### config.mk
export PLATFORM = sky130hd
export DESIGN_NAME = exec_alu_unit_flat
export DESIGN_NICKNAME = d
export VERILOG_FILES = /design/src/rtl/exec_alu_if.sv /design/src/rtl/exec_alu_unit.sv /design/src/flat_wrapper.sv
export SDC_FILE = /design/constraint.sdc
export NUM_CORES = 1
export LEC_CHECK = 0
export ABC_AREA = 1
export BUFFER_PORTS_ARGS = -buffer_cell sky130_fd_sc_hd__buf_2
export CORE_UTILIZATION = 57
export DETAILED_ROUTE_END_ITERATION = 8
export PLACE_DENSITY = 0.91
export SETUP_SLACK_MARGIN = 0.15
export SLEW_MARGIN = 20
export SYNTH_ARGS = -nofsm -noshare
export SYNTH_HDL_FRONTEND = slang
export SYNTH_SLANG_ARGS = --single-unit
### constraint.sdc
create_clock -name clk -period 4.9 [get_ports clk]
set_input_delay 0.735 -clock clk [delete_from_list [all_inputs] [get_ports clk]]
set_output_delay 0.735 -clock clk [all_outputs]
set_load 0.01 [all_outputs]
### src/rtl/exec_alu_if.sv
// exec_alu_if: operand, control, result and flag signals of the execute-stage ALU
interface exec_alu_if #(
    parameter int WIDTH = 32
);
    logic [2:0]       aluop;
    logic [3:0]       funct;
    logic [WIDTH-1:0] a;
    logic [WIDTH-1:0] b;
    logic             flag_we;
    logic [WIDTH-1:0] pc;
    logic [WIDTH-1:0] br_off;
    logic [3:0]       gout;
    logic [WIDTH-1:0] result;
    logic             zout;
    logic             vflag;
    logic             nflag;
    logic             zflag;
    logic [WIDTH-1:0] pc_plus4;
    logic [WIDTH-1:0] br_target;

    modport master (
        output aluop, funct, a, b, flag_we, pc, br_off,
        input  gout, result, zout, vflag, nflag, zflag, pc_plus4, br_target
    );

    modport slave (
        input  aluop, funct, a, b, flag_we, pc, br_off,
        output gout, result, zout, vflag, nflag, zflag, pc_plus4, br_target
    );
endinterface

### src/rtl/exec_alu_unit.sv
// exec_alu_unit: ALU control decode, ALU with zero output, N/Z/V status register and PC adders
module exec_alu_unit #(
    parameter int WIDTH = 32
) (
    input logic       clk,
    input logic       rst,
    exec_alu_if.slave bus
);
    localparam int MSB = WIDTH - 1;

    logic [3:0]       r_op;
    logic [WIDTH-1:0] sum;
    logic [WIDTH-1:0] diff;
    logic             add_v;
    logic             sub_v;
    logic             next_v;

    // R-type funct to operation code; unknown functs fall back to add
    always_comb begin
        r_op = bus.funct == 4'b0010 ? 4'b0110 :
               bus.funct == 4'b0100 ? 4'b0000 :
               bus.funct == 4'b0101 ? 4'b0001 :
               bus.funct == 4'b0110 ? 4'b0011 :
               bus.funct == 4'b0111 ? 4'b1100 :
               bus.funct == 4'b1010 ? 4'b0111 : 4'b0010;
    end

    // ALUOp selects a fixed operation or defers to the funct decode
    always_comb begin
        bus.gout = bus.aluop == 3'b001 ? 4'b0110 :
                   bus.aluop == 3'b010 ? r_op    :
                   bus.aluop == 3'b011 ? 4'b1101 :
                   bus.aluop == 3'b100 ? 4'b0001 :
                   bus.aluop == 3'b101 ? 4'b0000 :
                   bus.aluop == 3'b110 ? 4'b0111 : 4'b0010;
    end

    // shared adder/subtractor and their signed-overflow conditions; slt reuses the subtract
    always_comb begin
        sum   = bus.a + bus.b;
        diff  = bus.a - bus.b;
        add_v = (bus.a[MSB] == bus.b[MSB]) && (sum[MSB] != bus.a[MSB]);
        sub_v = (bus.a[MSB] != bus.b[MSB]) && (diff[MSB] != bus.a[MSB]);
    end

    // operation select, zero detect and next overflow flag
    always_comb begin
        bus.result = bus.gout == 4'b0000 ? bus.a & bus.b    :
                     bus.gout == 4'b0001 ? bus.a | bus.b    :
                     bus.gout == 4'b0011 ? bus.a ^ bus.b    :
                     bus.gout == 4'b1100 ? ~(bus.a | bus.b) :
                     bus.gout == 4'b1101 ? ~(bus.a & bus.b) :
                     bus.gout == 4'b0010 ? sum              :
                     bus.gout == 4'b0110 ? diff             :
                     bus.gout == 4'b0111 ? {{MSB{1'b0}}, diff[MSB] ^ sub_v} : '0;
        bus.zout   = bus.result == '0;
        next_v     = bus.gout == 4'b0010 ? add_v :
                     bus.gout == 4'b0110 ? sub_v : 1'b0;
    end

    // status register: captures the flags of flag-writing instructions, cleared at once by rst
    always_ff @(posedge clk or posedge rst) begin
        if (rst) begin
            bus.vflag <= 1'b0;
            bus.nflag <= 1'b0;
            bus.zflag <= 1'b0;
        end else if (bus.flag_we) begin
            bus.vflag <= next_v;
            bus.nflag <= bus.result[MSB];
            bus.zflag <= bus.zout;
        end
    end

    // sequential and branch-target PC adders, both wrapping
    always_comb begin
        bus.pc_plus4  = bus.pc + WIDTH'(4);
        bus.br_target = bus.pc_plus4 + bus.br_off;
    end
endmodule

### src/flat_wrapper.sv
// flat-port wrapper written by rule: the top's interface ports become plain ports
module exec_alu_unit_flat 
#(
    parameter int WIDTH = 32
)
  (clk, rst, bus_aluop, bus_funct, bus_a, bus_b, bus_flag_we, bus_pc, bus_br_off, bus_gout, bus_result, bus_zout, bus_vflag, bus_nflag, bus_zflag, bus_pc_plus4, bus_br_target);
  exec_alu_if #(.WIDTH(WIDTH)) bus_i ();
  input logic clk;
  input logic rst;
  input wire logic [$bits(bus_i.aluop)-1:0] bus_aluop;
  input wire logic [$bits(bus_i.funct)-1:0] bus_funct;
  input wire logic [$bits(bus_i.a)-1:0] bus_a;
  input wire logic [$bits(bus_i.b)-1:0] bus_b;
  input wire logic [$bits(bus_i.flag_we)-1:0] bus_flag_we;
  input wire logic [$bits(bus_i.pc)-1:0] bus_pc;
  input wire logic [$bits(bus_i.br_off)-1:0] bus_br_off;
  output wire logic [$bits(bus_i.gout)-1:0] bus_gout;
  output wire logic [$bits(bus_i.result)-1:0] bus_result;
  output wire logic [$bits(bus_i.zout)-1:0] bus_zout;
  output wire logic [$bits(bus_i.vflag)-1:0] bus_vflag;
  output wire logic [$bits(bus_i.nflag)-1:0] bus_nflag;
  output wire logic [$bits(bus_i.zflag)-1:0] bus_zflag;
  output wire logic [$bits(bus_i.pc_plus4)-1:0] bus_pc_plus4;
  output wire logic [$bits(bus_i.br_target)-1:0] bus_br_target;
  assign bus_i.aluop = bus_aluop;
  assign bus_i.funct = bus_funct;
  assign bus_i.a = bus_a;
  assign bus_i.b = bus_b;
  assign bus_i.flag_we = bus_flag_we;
  assign bus_i.pc = bus_pc;
  assign bus_i.br_off = bus_br_off;
  assign bus_gout = bus_i.gout;
  assign bus_result = bus_i.result;
  assign bus_zout = bus_i.zout;
  assign bus_vflag = bus_i.vflag;
  assign bus_nflag = bus_i.nflag;
  assign bus_zflag = bus_i.zflag;
  assign bus_pc_plus4 = bus_i.pc_plus4;
  assign bus_br_target = bus_i.br_target;
  exec_alu_unit #(.WIDTH(WIDTH)) u_core (.clk(clk), .rst(rst), .bus(bus_i));
endmodule
==> summary.md <==
| Metric | Value |
|---|---|
| Status | completed |
| Placed cell area | about 12000 um^2 |
| Critical path's largest stage delay | 0.30 ns |
| Clock Skews | 0 ns |
| Largest net degree at the start of global routing | 31 |
| Seq/Total Area, Yosys | 0.748% |
| Post-Syn Instances | between 2000 and 2500 |
| Number of distinct library cells after synthesis | between 40 and 50 |
| H-tree depth | 1 |
| Mapped cell area | roughly 10000 um^2 |
| Gr ovfl total | 0 |
| GPL Wtd Cong | about 0.99 |
| Worst setup path startpoint | bus_pc[2] |
| Arr. time, crit path | between 4 and 5 ns |
| Die Span X | ~130 um |
| Via count | 14221 |
| Hold Crit Class | primary input to async pin |
| First-pass GRT wire length | 62.9 mm |
| Boundary Pins | roughly 240 |
| Initial core utilization | ~58% |
| Register area | between 70 and 80 um^2 |
| CP max-delay cell | ha_4 |
| Clock Tree Root | clkbuf_16 |
| Antenna violation net count after detailed routing | 0 |
| Die height | 135 um |
| Top delay family on crit path | simple AND/OR/NAND/NOR gates |
| Layout Area Growth over Synthesis | 24.6% |
| Avg Inst Size Synth | about 5 um^2 |
| Routed wire per std cell | between 15 and 20 um |
| Vias per std cell | 5.67 |
| Setup_tns | 0 ns |
| # fillers | between 1500 and 2000 |
| Leading area contributor after synthesis | nand2_1 |
| Most common cell after layout, fill and taps aside | nand2_1 |
| Worst-path maximum fanout | 4 |
| Commonest non-fill, non-tap cells in the layout | 660 x nand2_1, 427 x inv_1, 238 x buf_2 |
| Buf/Inv on CP | 4 |
| Drt total wl | between 40 and 50 mm |
| TritonCTS Buffers | 3 |
| Cell Rows | 48 |
| ANT cells | 0 |
| Fin. Hold Viols | 0 |
| Port Buffers | ~240 |
| CTS tree | built |
| Core Footprint | ~17000 um^2 |
| Peak supply drop | approximately 330 uV |
| Cell repeated most along the worst path | nor3_4 |
| Minimum clock period | 4.84 ns |
| Top-area cell type share of the netlist area | between 20% and 30% |
| Post-layout nets | between 2000 and 3000 |
| Final max-slew violation count | 0 |
| Final hold slack | approximately 0.38 ns |
| Clk_lat worst skew | 0.23 ns |
| Worst path cell trace | buf_8 > nand3_4 > nor3_4 > and3_4 > nand2_4 > nor2_4 > inv_2 > nor3_4 > nand4_1 > nor2_4 > nand2_2 > nor2_2 > xnor2_1 > inv_1 > ha_4 > nand2_4 > nor3_4 > nor3b_4 > nand4_1 > o21ai_2 > xor2_1 > buf_2 |
| Die footprint | approximately 18000 um^2 |
| Slew @ Worst Pin | around 0.76 ns |
| Fin area | approximately 13000 um^2 |
| Final Setup Violations | 0 |
| R2R Path Start | u_core.bus.nflag |
| Detailed Place HPWL | roughly 34 mm |
| Number of synthesized register bits | 3 |
| Fmax | 207 MHz |
| Total GRT Usage | between 40% and 50% |
| Initial antenna violation count | 0 |
| Max cap viols | 0 |
| Setup crit start kind | primary input |
| Leak | roughly 0.0076 uW |
| P per Cell Area | ~150 nW/um^2 |
| Mapped Nets | between 2000 and 2500 |
| Endpoint type of the worst setup path | output pin |
| Number of synthesis warnings | 0 |
| Top area cells in the synthesized netlist | nand2_1 25%, inv_1 16%, ha_1 16% |
| First-pass DRT Iterations | 7 |
| Number of global-route vias before repair | 12955 |
| RSZ-0062 raised after global routing | yes |
| Final cycle utilization of the critical path | between 90% and 100% |
| Clock Sinks | 3 |
| Rel. slew slack | 49.2% |
| Initial drt markers | 1429 |
| Setup CP Type | primary input to output pin |
| Maximum root-to-sink buffer count | 2 |
| Worst-path clk slew | ~0.030 ns |
| Drt drc | 0 |
| Critical Path RT | 4.16 ns |
| Footprint of the multi-input gates | between 8000 and 9000 um^2 |
| Layout cells sized above 1 | 19.8% |
## final timing paths
check | to | slack [ns] | depth (start not counted)
worst max-delay path | bus_br_target[30] | 0.06 | 22
worst min-delay path | u_core.bus.vflag | 0.38 | 2
worst max register to register | u_core.bus.nflag | 4.16 | 2
worst min register to register | u_core.bus.zflag | 0.50 | 2
max in group asynchronous | u_core.bus.zflag | 4.38 | 2
min in group clk | u_core.bus.zflag | 0.50 | 2
## per-layer routing
| layer | up-vias | wire [um] | global-route usage (%) |
|---|---|---|---|
| li1 | 6716 | - | - |
| met1 | 6252 | 15700 | 51.7 |
| met2 | 1015 | 19700 | 76.2 |
| met3 | 238 | 4840 | 6.61 |
| met4 | 0 | 2720 | 24.0 |
| met5 | - | 0 | 0 |
## area by class of cell
cell class / instances / share of cell area (%)
Tap cell: 225 / 2.25
Sequential cell: 3 / 0.601
Timing Repair Buffer: 312 / 14.1
Inverter: 443 / 13.3
Multi-Input combinational cell: 1521 / 69.1
Clock buffer: 4 / 0.631
## what timing repair did
action	in CTS	in global routing
pin swaps	2	39
endpoints found under the setup margin	5	10
setup buffers	1	12
resized for setup	8	132
hold buffers	0	0
## registers in the layout, summed over array words and instances, names as in the netlist
register	count
u_core.bus.nflag	1
u_core.bus.vflag	1
u_core.bus.zflag	1
## through the flow
stage	utilization (%)	setup WS, ns	total power (uW)	std cells
5_1_grt	72.5	-0.190	1970	2508
2_1_floorplan	-	0.492	982	2015
6_report	72.5	0.0581	1830	2508
3_5_place_dp	67.9	-0.0440	1530	2491
4_1_cts	68.7	0.108	1670	2496
3_3_place_gp	67.9	0.0124	1500	2491
## synth_stat cells (all sizes together)
library cell  count
a21boi            7
a21o              3
a21oi            80
a221oi            4
a31oi             9
and2              3
and3              5
buf              39
clkbuf            9
dfrtp             3
fa                4
ha              127
inv             443
nand2           683
nand3           172
nand4            51
nor2            213
nor3             17
nor3b             1
nor4              4
o211ai            3
o21a              3
o21ai            46
o21bai            8
o31ai             1
or2              11
xnor2            12
xor2             54
## cells by family (layout without fill, tap and decap cells)
logic type	Yosys count	after routing	share of synthesized area, %
AND/OR/NAND/NOR	1160	1160	48.5
buffers and inverters	491	759	19.1
AO/OA/AOI/OAI	164	164	9.33
adder cells (fa/ha/maj)	131	131	16.6
XOR/XNOR	66	66	5.76
flip-flops	3	3	0.748
## power by group
group / internal (uW) / switching [uW]
clock network: 108 / 24.9
registers: 27.4 / 2.21
logic: 596 / 1070
Note: power is estimated with default switching activity, not from simulation.
